File: config.mk
export PLATFORM = sky130hd
export DESIGN_NAME = neo_frame_mem
export DESIGN_NICKNAME = d
export VERILOG_FILES = /design/src/rtl/neo_pkg.sv /design/src/rtl/neo_regfile.sv /design/src/rtl/neo_frame_mem.sv
export SDC_FILE = /design/constraint.sdc
export NUM_CORES = 1
export LEC_CHECK = 0
export ABC_CLOCK_PERIOD_IN_PS = 2250
export BUFFER_PORTS_ARGS = -buffer_cell sky130_fd_sc_hd__buf_2
export CORE_MARGIN = 4
export CORE_UTILIZATION = 45
export CTS_CLUSTER_DIAMETER = 30
export DETAILED_ROUTE_END_ITERATION = 6
export PLACE_DENSITY = 0.72
export SYNTH_ARGS = -nofsm -noshare
export SYNTH_HDL_FRONTEND = slang
export SYNTH_SLANG_ARGS = --single-unit
File: constraint.sdc
create_clock -name Clk -period 2.25 [get_ports Clk]
set_clock_uncertainty 0.05 [all_clocks]
set_input_delay 0.225 -clock Clk [delete_from_list [all_inputs] [get_ports Clk]]
set_output_delay 0.225 -clock Clk [all_outputs]
set_load 0.01 [all_outputs]
File: src/rtl/neo_pkg.sv
// ============================================================================
// neo_pkg : shared types and defaults for the NEO frame memory
// Revision: 1.0
// ============================================================================
`default_nettype none

package neo_pkg;

    typedef enum logic [1:0] {
        IDLE  = 2'd0,
        LOAD  = 2'd1,
        RUN   = 2'd2,
        DRAIN = 2'd3
    } neo_fm_state_t;

    localparam int NEO_RUN_EXTRA_DEF = 3;

endpackage

`default_nettype wire

File: src/rtl/neo_regfile.sv
// ============================================================================
// neo_regfile : register array, one sync write, one registered read, one async read
// Revision: 1.0
// ============================================================================
`default_nettype none

module neo_regfile #(
    parameter int N = 8,
    parameter int M = 16
) (
    input  logic                 clk,
    input  logic                 rst,
    input  logic                 we,
    input  logic [$clog2(M)-1:0] waddr,
    input  logic [N-1:0]         wdata,
    input  logic [$clog2(M)-1:0] raddr_q,
    output logic [N-1:0]         rdata_q,
    input  logic [$clog2(M)-1:0] raddr_a,
    output logic [N-1:0]         rdata_a
);

    // Storage is deliberately left out of reset; only the read register clears.
    logic [N-1:0] mem [M];

    always_ff @(posedge clk) begin
        if (we) begin
            mem[waddr] <= wdata;
        end
    end

    always_ff @(posedge clk) begin
        if (rst) begin
            rdata_q <= '0;
        end else begin
            rdata_q <= mem[raddr_q];
        end
    end

    assign rdata_a = mem[raddr_a];

endmodule

`default_nettype wire

File: src/rtl/neo_frame_mem.sv
// ============================================================================
// neo_frame_mem : loads a sample frame, runs NEO over it, streams results out
// Revision: 1.0
// ============================================================================
`default_nettype none

module neo_frame_mem
    import neo_pkg::*;
#(
    parameter int N         = 8,
    parameter int M         = 16,
    parameter int RUN_EXTRA = NEO_RUN_EXTRA_DEF
) (
    input  logic                 Clk,
    input  logic                 reset,
    input  logic                 enable,
    input  logic                 s_valid,
    output logic                 s_ready,
    input  logic [N-1:0]         s_data,
    output logic                 neo_reset,
    input  logic [$clog2(M)-1:0] neo_raddr,
    output logic [N-1:0]         neo_rdata,
    input  logic [$clog2(M)-1:0] neo_waddr,
    input  logic [N-1:0]         neo_wdata,
    output logic                 m_valid,
    input  logic                 m_ready,
    output logic [N-1:0]         m_data,
    output logic                 m_last,
    output logic                 busy,
    output logic                 frame_done
);

    localparam int            AW        = $clog2(M);
    localparam int            RW        = $clog2(M + RUN_EXTRA) + 1;
    localparam logic [AW-1:0] LAST_ADDR = AW'(M - 1);
    localparam logic [RW-1:0] RUN_LAST  = RW'(M + RUN_EXTRA - 1);

    neo_fm_state_t state, state_nxt;
    logic [AW-1:0] load_cnt;
    logic [AW-1:0] drain_cnt;
    logic [RW-1:0] run_cnt;
    logic [N-1:0]  res_rdata;
    logic          s_hs;
    logic          m_hs;
    logic [N-1:0]  unused_smp_rdata_a;
    logic [N-1:0]  unused_res_rdata_q;

    assign s_hs = s_valid && s_ready;
    assign m_hs = m_valid && m_ready;

    always_ff @(posedge Clk) begin
        if (reset) begin
            state      <= IDLE;
            load_cnt   <= '0;
            drain_cnt  <= '0;
            run_cnt    <= '0;
            frame_done <= 1'b0;
        end else begin
            state      <= state_nxt;
            frame_done <= m_hs && m_last;
            if (s_hs) begin
                load_cnt <= (load_cnt == LAST_ADDR) ? '0 : load_cnt + 1'b1;
            end
            if (state == RUN) begin
                run_cnt <= (run_cnt == RUN_LAST) ? '0 : run_cnt + 1'b1;
            end
            if (m_hs) begin
                drain_cnt <= m_last ? '0 : drain_cnt + 1'b1;
            end
        end
    end

    always_comb begin
        state_nxt = state;
        s_ready   = 1'b0;
        neo_reset = 1'b0;
        m_valid   = 1'b0;
        m_last    = 1'b0;
        busy      = (state != IDLE);
        unique case (state)
            IDLE: begin
                if (enable) state_nxt = LOAD;
            end
            LOAD: begin
                s_ready = 1'b1;
                if (s_valid && (load_cnt == LAST_ADDR)) state_nxt = RUN;
            end
            RUN: begin
                neo_reset = 1'b1;
                if (run_cnt == RUN_LAST) state_nxt = DRAIN;
            end
            DRAIN: begin
                m_valid = 1'b1;
                m_last  = (drain_cnt == LAST_ADDR);
                if (m_ready && m_last) state_nxt = IDLE;
            end
            default: state_nxt = IDLE;
        endcase
    end

    // Result bus is forced to zero outside DRAIN so stale RAM data never leaks.
    assign m_data = m_valid ? res_rdata : '0;

    neo_regfile #(.N(N), .M(M)) u_smp_ram (
        .clk     (Clk),
        .rst     (reset),
        .we      (s_hs),
        .waddr   (load_cnt),
        .wdata   (s_data),
        .raddr_q (neo_raddr),
        .rdata_q (neo_rdata),
        .raddr_a ('0),
        .rdata_a (unused_smp_rdata_a)
    );

    neo_regfile #(.N(N), .M(M)) u_res_ram (
        .clk     (Clk),
        .rst     (reset),
        .we      (state == RUN),
        .waddr   (neo_waddr),
        .wdata   (neo_wdata),
        .raddr_q ('0),
        .rdata_q (unused_res_rdata_q),
        .raddr_a (drain_cnt),
        .rdata_a (res_rdata)
    );

endmodule

`default_nettype wire

==> flow_summary.json, run 1 <==
{
  "outcome": "complete, but fails checks",
  "violated_checks": "negative setup slack",
  "finish.net_count": 715,
  "cp_slowest_cell": "mux4_2",
  "postLayoutCellArea_sq_um": 13600,
  "horiz_die_dim_um": 166,
  "cts_tree": "done",
  "syn-instance-count": 555,
  "grt_first_pass_wirelength_um": 35000,
  "cts-root-buf": "clkbuf_16",
  "path_cells": "buf_12, buf_16, mux4_2, mux2i_1, o22ai_1, buf_2",
  "synth_cell_type_count": 40,
  "async_flop_share_pct": 0,
  "pin_count": 51,
  "power_density_nw_per_um2": 968,
  "hpwl_after_detailed_placement_um": 13800,
  "worstSetupPathDepth": 6,
  "rsz_0062_raised_after_global_routing": "yes",
  "synth_ff_type": "edfxtp_1",
  "timing.critical_path.fanout_max": 7,
  "totalWireLength_um": 22300,
  "rows": 57,
  "antenna_cells": 0,
  "cts_buffers": 41,
  "design.core.area_sq_um": 24400,
  "firstDrtPassIters": 5,
  "power.static_leakage_nw": 4.63,
  "timing.critical_path.from_type": "register",
  "grt_overflow_total": 0,
  "postSynthNetCount": 596,
  "numClockSinks": 285,
  "timing.critical_path.to": "m_data[3]",
  "max_cap_viol_count": 0,
  "totalPowerFinal_mw": 13.2,
  "grt_pass1_vias": 6058,
  "r2r_slack_ps": 230,
  "groute.usage.overall_pct": 16.3,
  "period_share_pct": 108,
  "seq_area_frac_synth_pct": 73.9,
  "drt.antenna.violating_nets": 0,
  "synth-edff-count": 256,
  "timing.rr.start": "state[1]",
  "syn_area_sq_um": 11200,
  "path_delay_family": "multiplexers",
  "yosys_warnings": 0,
  "floorplan.die.height_um": 166,
  "dieArea_sq_um": 27400,
  "route.detailed.wl_per_inst_um": 21.7,
  "maxSlewHeadroom_pct": 64.2,
  "postLayoutCoreUtil_pct": 55.8,
  "finalSetupViolCount": 8,
  "max_slew.worst_pin.slew_ps": 537,
  "timing.critical_path.buf_inv": 3,
  "drc": 0,
  "max-clock-path-buffers": 3,
  "timing.reg2reg.worst_path_depth": 6,
  "finalWorstSetupSlack_ps": -184,
  "start_util_pct": 45.9,
  "worst_hold_startpoint": "s_data[6]",
  "cts-htree-levels": 2,
  "io_buffers": 50,
  "dpl-instance-area_sq_um": 12000,
  "vias_per_cell": 5.49,
  "routabilityCongestion": 0.763,
  "synth_top_cells_by_area": "edfxtp_1 69%, mux4_2 11%, dfxtp_1 5.2%",
  "post_synth.cell_area_avg_sq_um": 20.2,
  "timing_hold_violations_final": 0,
  "worst_r2r_endpoint": "u_smp_ram.mem[2][7]",
  "hold_path.class": "input pin to register",
  "clkSlewWorstSetupHoldPaths_ps": 70,
  "grt_max_degree": 29,
  "critPathRequiredTime_ps": 1980,
  "final_layout_size_suffix_gt1_share_pct": 33.5,
  "layout.cells.most_common_list": "256 x edfxtp_1, 55 x mux4_2, 50 x buf_2",
  "drt_iter0_markers": 505,
  "final_cell_count_no_fill": 1031,
  "timing_worst_setup_path_type": "register to output pin",
  "fin_crit_ps": 2430,
  "numPlacedInstances": 943,
  "final-max-slew-violation-count": 0,
  "antenna_found_initial": 0,
  "detailroute.via_count": 5659,
  "synth-seq-cells": 285,
  "post-synth-top-area-fraction_pct": 68.7,
  "max_stage_delay_ps": 510,
  "vdd_drop_max_mv": 0.504,
  "worstPathArrival_ps": 2160,
  "areaGrowthSynthToFinish_pct": 21.7,
  "achievable-frequency_ghz": 0.411,
  "setup.worst_path.end_class": "output pin",
  "post-synth-top-area-cell": "edfxtp_1",
  "worstSkewPairLatency_ps": 530,
  "leading_cell_type_in_the_layout_fill_and_taps_excluded": "edfxtp_1"
}
## cell type report
cell class                 instances  area (sq um)
fill                            1789         10800
sequential                       285          8280
multi-input combinational        239          2710
clock buffer                      42          1030
timing repair buffer             100           778
tap                              324           405
clock inverter                    34           385
inverter                           7          26.3
## power by group
| group | switching, mW | leakage [nW] | internal (mW) |
|---|---|---|---|
| Sequential | 0.0540 | 2.54 | 5.88 |
| Combinational | 0.504 | 1.40 | 0.364 |
| Clock | 2.53 | 0.688 | 3.85 |
## stage by stage
step	hold WS [ps]	setup slack (ps)	setup TNS, ps
floorplan	251	48.0	0
global placement	440	326	0
detailed placement	459	270	0
CTS	10.0	-203	-1220
global route	17.8	-266	-1670
finish	28.7	-184	-936
## how the worst min path moves through the flow
stage	slack [ps]	depth (start not counted)	endpoint
3_5_place_dp	460	2	run_cnt[1]
3_3_place_gp	440	2	drain_cnt[3]
2_1_floorplan	250	1	frame_done
5_1_grt	20	1	u_res_ram.mem[11][0]
6_report	30	1	u_smp_ram.mem[3][6]
4_1_cts	10	1	u_res_ram.mem[12][4]
## sequential cells by signal, indices dropped and copies added, names as in the netlist, named ones only
register           flops
load_cnt               4
u_smp_ram.rdata_q      8
u_smp_ram.mem        128
drain_cnt              4
u_res_ram.mem        128
run_cnt                6
state                  2
frame_done             1
## routing by layer
| metal | up-vias | GRT usage, % | wire length, um | share of wire [%] |
|---|---|---|---|---|
| met5 | - | 0 | 0 | 0 |
| met4 | 0 | 4.91 | 379 | 1.7 |
| met3 | 31 | 3.50 | 1230 | 5.5 |
| met2 | 168 | 26.1 | 11100 | 50 |
| met1 | 2927 | 22.9 | 9650 | 43 |
| li1 | 2533 | - | - | - |
## cells by family after synthesis
group	count (synthesis)	synth area share, %
mux	96	16.1
compound gates	35	1.99
buf+inv	31	2.08
xor+xnor	6	0.470
flops	285	73.9
fa+ha+maj	12	1.34
simple gates	90	4.11
## timing repair
action	4_1_cts	5_1_grt
endpoints found under the setup margin	8	16
buffers inserted	4	1
hold endpoints to repair	5	0
hold buffers	3	0
gates cloned	3	1
pin swaps	4	3
gates resized for setup	12	2
## synth_stat cells (4+ instances only)
cell and n:
edfxtp_1 256, mux4_2 54, mux2i_1 32, dfxtp_1 29, nor2_1 25, o22ai_1 16, nand2_1 13, and2_1 12
ha_1 12, a21oi_1 10, mux4_1 10, nand3_1 9, buf_6 8, nor3_1 8, buf_2 7, inv_1 7
and3_1 5, xor2_1 5, buf_4 4, nand2b_1 4
(Power assumes the default switching activity.)
==> run 2: changes to the inputs <==
--- a/config.mk
+++ b/config.mk
@@ -5,13 +5,12 @@
 export SDC_FILE = /design/constraint.sdc
 export NUM_CORES = 1
 export LEC_CHECK = 0
-export ABC_CLOCK_PERIOD_IN_PS = 2250
 export BUFFER_PORTS_ARGS = -buffer_cell sky130_fd_sc_hd__buf_2
 export CORE_MARGIN = 4
 export CORE_UTILIZATION = 45
 export CTS_CLUSTER_DIAMETER = 30
 export DETAILED_ROUTE_END_ITERATION = 6
-export PLACE_DENSITY = 0.72
+export PLACE_DENSITY = 0.69
 export SYNTH_ARGS = -nofsm -noshare
 export SYNTH_HDL_FRONTEND = slang
 export SYNTH_SLANG_ARGS = --single-unit
==> constraint.sdc (replaced) <==
create_clock -name Clk -period 2.74 [get_ports Clk]
set_clock_uncertainty 0.05 [all_clocks]
set_input_delay 0.274 -clock Clk [delete_from_list [all_inputs] [get_ports Clk]]
set_output_delay 0.274 -clock Clk [all_outputs]
set_load 0.01 [all_outputs]
==> flow_summary.json, run 2 (same netlist as run 1, synthesis figures left out) <==
{
  "outcome": "completed",
  "dpl-instance-area_sq_um": 11900,
  "layout.cells.most_common_list": "256 x edfxtp_1, 54 x mux4_2, 50 x buf_2",
  "dieArea_sq_um": 27400,
  "timing.critical_path.fanout_max": 9,
  "timing_hold_violations_final": 0,
  "rsz_0062_raised_after_global_routing": "no",
  "whs_ps": 45.3,
  "finalWorstSetupSlack_ps": 182,
  "hpwl_after_detailed_placement_um": 14500,
  "grt_first_pass_wirelength_um": 35500,
  "max_cap_viol_count": 0,
  "reg.largest.list": "u_res_ram.mem: 128 flops, u_smp_ram.mem: 128 flops, u_smp_ram.rdata_q: 8 flops",
  "detailroute.via_count": 5689,
  "achievable-frequency_ghz": 0.391,
  "firstDrtPassIters": 5,
  "cts-htree-levels": 2,
  "drt_iter0_markers": 512,
  "timing.rr.start": "state[1]",
  "register_area_sq_um": 8270,
  "dp_worst_setup_slack_ps": 555,
  "postLayoutCellArea_sq_um": 13400,
  "cp_slowest_cell": "mux4_2",
  "areaGrowthSynthToFinish_pct": 19.8,
  "cts-root-buf": "clkbuf_16",
  "horiz_die_dim_um": 166,
  "route.detailed.wl_per_inst_um": 22.4,
  "cts_tree": "done",
  "timing.reg2reg.worst_path_depth": 5,
  "routabilityCongestion": 0.783,
  "antenna_cells": 0,
  "grt_overflow_total": 0,
  "vdd_drop_max_mv": 0.419,
  "antenna_found_initial": 0,
  "design.core.area_sq_um": 24400,
  "fin_crit_ps": 2560,
  "power_density_nw_per_um2": 830,
  "maxSlewHeadroom_pct": 50.4,
  "setup.worst_path.end_class": "output pin",
  "worst_hold_startpoint": "reset",
  "cts_buffers": 44,
  "timing.critical_path.to": "m_data[5]",
  "pin_count": 51,
  "power.static_leakage_nw": 4.52,
  "io_buffers": 50,
  "finalSetupViolCount": 0,
  "groute.usage.overall_pct": 16.5,
  "period_share_pct": 93.3,
  "grt_max_degree": 26,
  "totalPowerFinal_mw": 11.1,
  "final_layout_size_suffix_gt1_share_pct": 30.6,
  "fill_cells": 1866,
  "drc": 0,
  "max_slew.worst_pin.slew_ps": 744,
  "postCtsSetupRepairBufs": 0,
  "numPlacedInstances": 936,
  "timing.critical_path.from_type": "register",
  "timing_worst_setup_path_type": "register to output pin",
  "postLayoutCoreUtil_pct": 54.9,
  "floorplan.die.height_um": 166,
  "rows": 57,
  "worstPathArrival_ps": 2230,
  "worst_r2r_endpoint": "u_smp_ram.mem[10][0]",
  "start_util_pct": 45.9,
  "multi_input_area_sq_um": 2680,
  "max-clock-path-buffers": 3,
  "final_cell_count_no_fill": 1019,
  "finish.net_count": 700,
  "hold_path.class": "input pin to register",
  "r2r_slack_ps": 510,
  "max_stage_delay_ps": 520,
  "final-max-slew-violation-count": 0,
  "vias_per_cell": 5.58,
  "grt_pass1_vias": 6043,
  "numClockSinks": 285,
  "timing.setup.tns_ps": 0,
  "clkSlewWorstSetupHoldPaths_ps": 50,
  "worstSkewPairLatency_ps": 530,
  "critPathRequiredTime_ps": 2420,
  "path_cells": "buf_4, mux4_2, mux2i_1, o22ai_1, buf_2",
  "drt.antenna.violating_nets": 0,
  "totalWireLength_um": 22800,
  "leading_cell_type_in_the_layout_fill_and_taps_excluded": "edfxtp_1"
}
==> run 2: cell types whose count changed in the layout (fill, tap and decap cells not counted), moves of 3 or more <==
| cell | before | now |
|---|---|---|
| clkinvlp_4 | 2 | 5 |
| mux2i_2 | 4 | 0 |
| mux2i_1 | 28 | 32 |
| buf_4 | 38 | 29 |
| buf_12 | 5 | 0 |
| inv_6 | 12 | 8 |
| clkinv_8 | 5 | 2 |
==> run 2: layout make-up <==
type	count	area share, %
Clock buffer	47	8.30
Clock inverter	35	2.94
Inverter	7	0.196
Multi-Input combinational cell	239	20.0
Sequential cell	285	61.8
Tap cell	324	3.03
Timing Repair Buffer	82	3.74
==> run 2: repair_timing <==
action                                  4_1_cts  5_1_grt
gates resized for setup                       0        3
hold buffers                                  1        0
endpoints found under the setup margin        0        4
endpoints found under the hold margin         1        0
==> run 2: how the worst min path moves through the flow <==
| stage | to | slack, ps | cells past startpoint |
|---|---|---|---|
| floorplan | frame_done | 300 | 1 |
| global placement | drain_cnt[3] | 440 | 2 |
| detailed placement | register | 450 | 2 |
| CTS | register | 30 | 3 |
| global route | run_cnt[0] | 60 | 2 |
| finish | load_cnt[2] | 50 | 2 |
==> run 2: routing by layer <==
metal | GRT usage [%] | wire length (um)
met5 | 0 | 0
met4 | 4.02 | 390
met3 | 3.67 | 1450
met2 | 26.6 | 11200
met1 | 23.3 | 9770
==> run 2: critical path, delay by kind of cell (launching register included) <==
family / cells / cell delay (ps)
flops: 1 / 430
mux: 2 / 780
buf+inv: 2 / 370
compound gates: 1 / 130
==> run 2: report_power, final <==
part | switching, mW | internal [mW] | total [mW]
Combinational | 0.417 | 0.269 | 0.686
Clock | 2.05 | 3.49 | 5.54
Sequential | 0.0482 | 4.84 | 4.88
Total | 2.51 | 8.60 | 11.1
==> run 3: changes to the inputs <==
--- a/config.mk
+++ b/config.mk
@@ -7,10 +7,11 @@
 export LEC_CHECK = 0
 export BUFFER_PORTS_ARGS = -buffer_cell sky130_fd_sc_hd__buf_2
 export CORE_MARGIN = 4
-export CORE_UTILIZATION = 45
+export CORE_UTILIZATION = 58
 export CTS_CLUSTER_DIAMETER = 30
 export DETAILED_ROUTE_END_ITERATION = 6
-export PLACE_DENSITY = 0.69
+export MAX_ROUTING_LAYER = met4
+export PLACE_DENSITY = 0.84
 export SYNTH_ARGS = -nofsm -noshare
 export SYNTH_HDL_FRONTEND = slang
 export SYNTH_SLANG_ARGS = --single-unit
==> flow_summary.json, run 3 (same netlist as run 1, synthesis figures left out) <==
{
  "power_density_nw_per_um2": 843,
  "route.detailed.wl_per_inst_um": 26.0,
  "cts_buffers": 45,
  "worstSkewPairLatency_ps": 530,
  "timing.critical_path.fanout_max": 17,
  "areaGrowthSynthToFinish_pct": 18.5,
  "horiz_die_dim_um": 147,
  "worstPathArrival_ps": 2310,
  "max-clock-path-buffers": 3,
  "cts-htree-levels": 2,
  "vdd_drop_max_mv": 0.808,
  "whs_ps": 35.5,
  "fin_crit_ps": 2630,
  "routabilityCongestion": 0.824,
  "drt.antenna.violating_nets": 0,
  "hold_path.class": "input pin to register",
  "timing.reg2reg.worst_path_depth": 4,
  "leading_cell_type_in_the_layout_fill_and_taps_excluded": "edfxtp_1",
  "layout.cells.most_common_list": "256 x edfxtp_1, 54 x mux4_2, 50 x buf_2",
  "timing.setup.tns_ps": 0,
  "floorplan.die.height_um": 147,
  "multi_input_area_sq_um": 2680,
  "final_cell_count_no_fill": 943,
  "numPlacedInstances": 860,
  "grt_first_pass_wirelength_um": 37900,
  "vias_per_cell": 6.32,
  "timing_worst_setup_path_type": "register to output pin",
  "hpwl_after_detailed_placement_um": 14400,
  "outcome": "completed",
  "reg.largest.list": "u_res_ram.mem: 128 flops, u_smp_ram.mem: 128 flops, u_smp_ram.rdata_q: 8 flops",
  "cts-root-buf": "clkbuf_16",
  "final-max-slew-violation-count": 0,
  "rsz_0062_raised_after_global_routing": "no",
  "max_cap_viol_count": 0,
  "max_slew.worst_pin.slew_ps": 987,
  "register_area_sq_um": 8270,
  "period_share_pct": 96.0,
  "detailroute.via_count": 5964,
  "antenna_cells": 0,
  "grt_max_degree": 29,
  "totalWireLength_um": 24500,
  "numClockSinks": 285,
  "drt_iter0_markers": 609,
  "clkSlewWorstSetupHoldPaths_ps": 50,
  "grt_overflow_total": 0,
  "grt_pass1_vias": 6236,
  "timing_hold_violations_final": 0,
  "pin_count": 51,
  "cts_tree": "done",
  "finalSetupViolCount": 0,
  "drc": 0,
  "min_path_cells": 3,
  "postLayoutCoreUtil_pct": 70.4,
  "antenna_found_initial": 0,
  "firstDrtPassIters": 5,
  "timing.critical_path.from_type": "register",
  "finish.net_count": 688,
  "power.static_leakage_nw": 4.44,
  "final_layout_size_suffix_gt1_share_pct": 30.0,
  "cts_hold_repair.buffers": 0,
  "postCtsSetupRepairBufs": 0,
  "setup.worst_path.end_class": "output pin",
  "fill_cells": 1091,
  "groute.usage.overall_pct": 24.0,
  "io_buffers": 50,
  "design.core.area_sq_um": 18800,
  "critPathRequiredTime_ps": 2420,
  "dieArea_sq_um": 21600,
  "rows": 50,
  "achievable-frequency_ghz": 0.380,
  "maxSlewHeadroom_pct": 34.0,
  "start_util_pct": 59.4
}
-- run 3: area by class of cell --
type                            instances  share of cell area [%]
Sequential cell                       285                    62.4
Multi-Input combinational cell        239                    20.3
Clock buffer                           49                    8.61
Timing Repair Buffer                   69                    3.25
Clock inverter                         34                    2.79
Tap cell                              260                    2.46
Inverter                                7                   0.198
-- run 3: metrics by stage --
step | power, mW | worst slack [ps] | cell area [sq um]
2_1_floorplan | 5.38 | 538 | 11200
3_3_place_gp | 5.58 | 525 | 11700
3_5_place_dp | 5.62 | 421 | 11700
4_1_cts | 11.2 | 27.1 | 13200
5_1_grt | 11.5 | 13.6 | 13200
6_report | 11.2 | 109 | 13200
-- run 3: timing repair --
| action | CTS | global route |
|---|---|---|
| setup endpoints to repair | 2 | 3 |
| gates resized for setup | 1 | 1 |
| endpoints found under the hold margin | 0 | 0 |
-- run 3: final timing paths --
path                from              endpoint  slack, ps
max reg2reg     state[0]  u_res_ram.mem[12][6]        260
min              s_valid           load_cnt[1]         40
max             register             m_data[0]        110
min reg2reg  load_cnt[1]           load_cnt[1]        480
-- run 3: power breakdown --
part / switching (mW) / internal (mW)
Sequential: 0.0560 / 4.84
Clock: 2.07 / 3.54
Combinational: 0.407 / 0.256
-- run 3: routing by layer --
metal	vias up	share of wire, %	GRT usage, %
met1	3060	38	31.7
met4	0	3.7	9.22
li1	2468	-	-
met2	354	50	37.5
met3	82	8.6	4.97
met5	-	0	-
-- run 3: worst max-delay path, cell delays in order (launching register included) --
cell and delay [ps]:
dfxtp_4 490, buf_12 230, mux4_1 600, mux2i_1 180, o22ai_1 100, buf_2 170
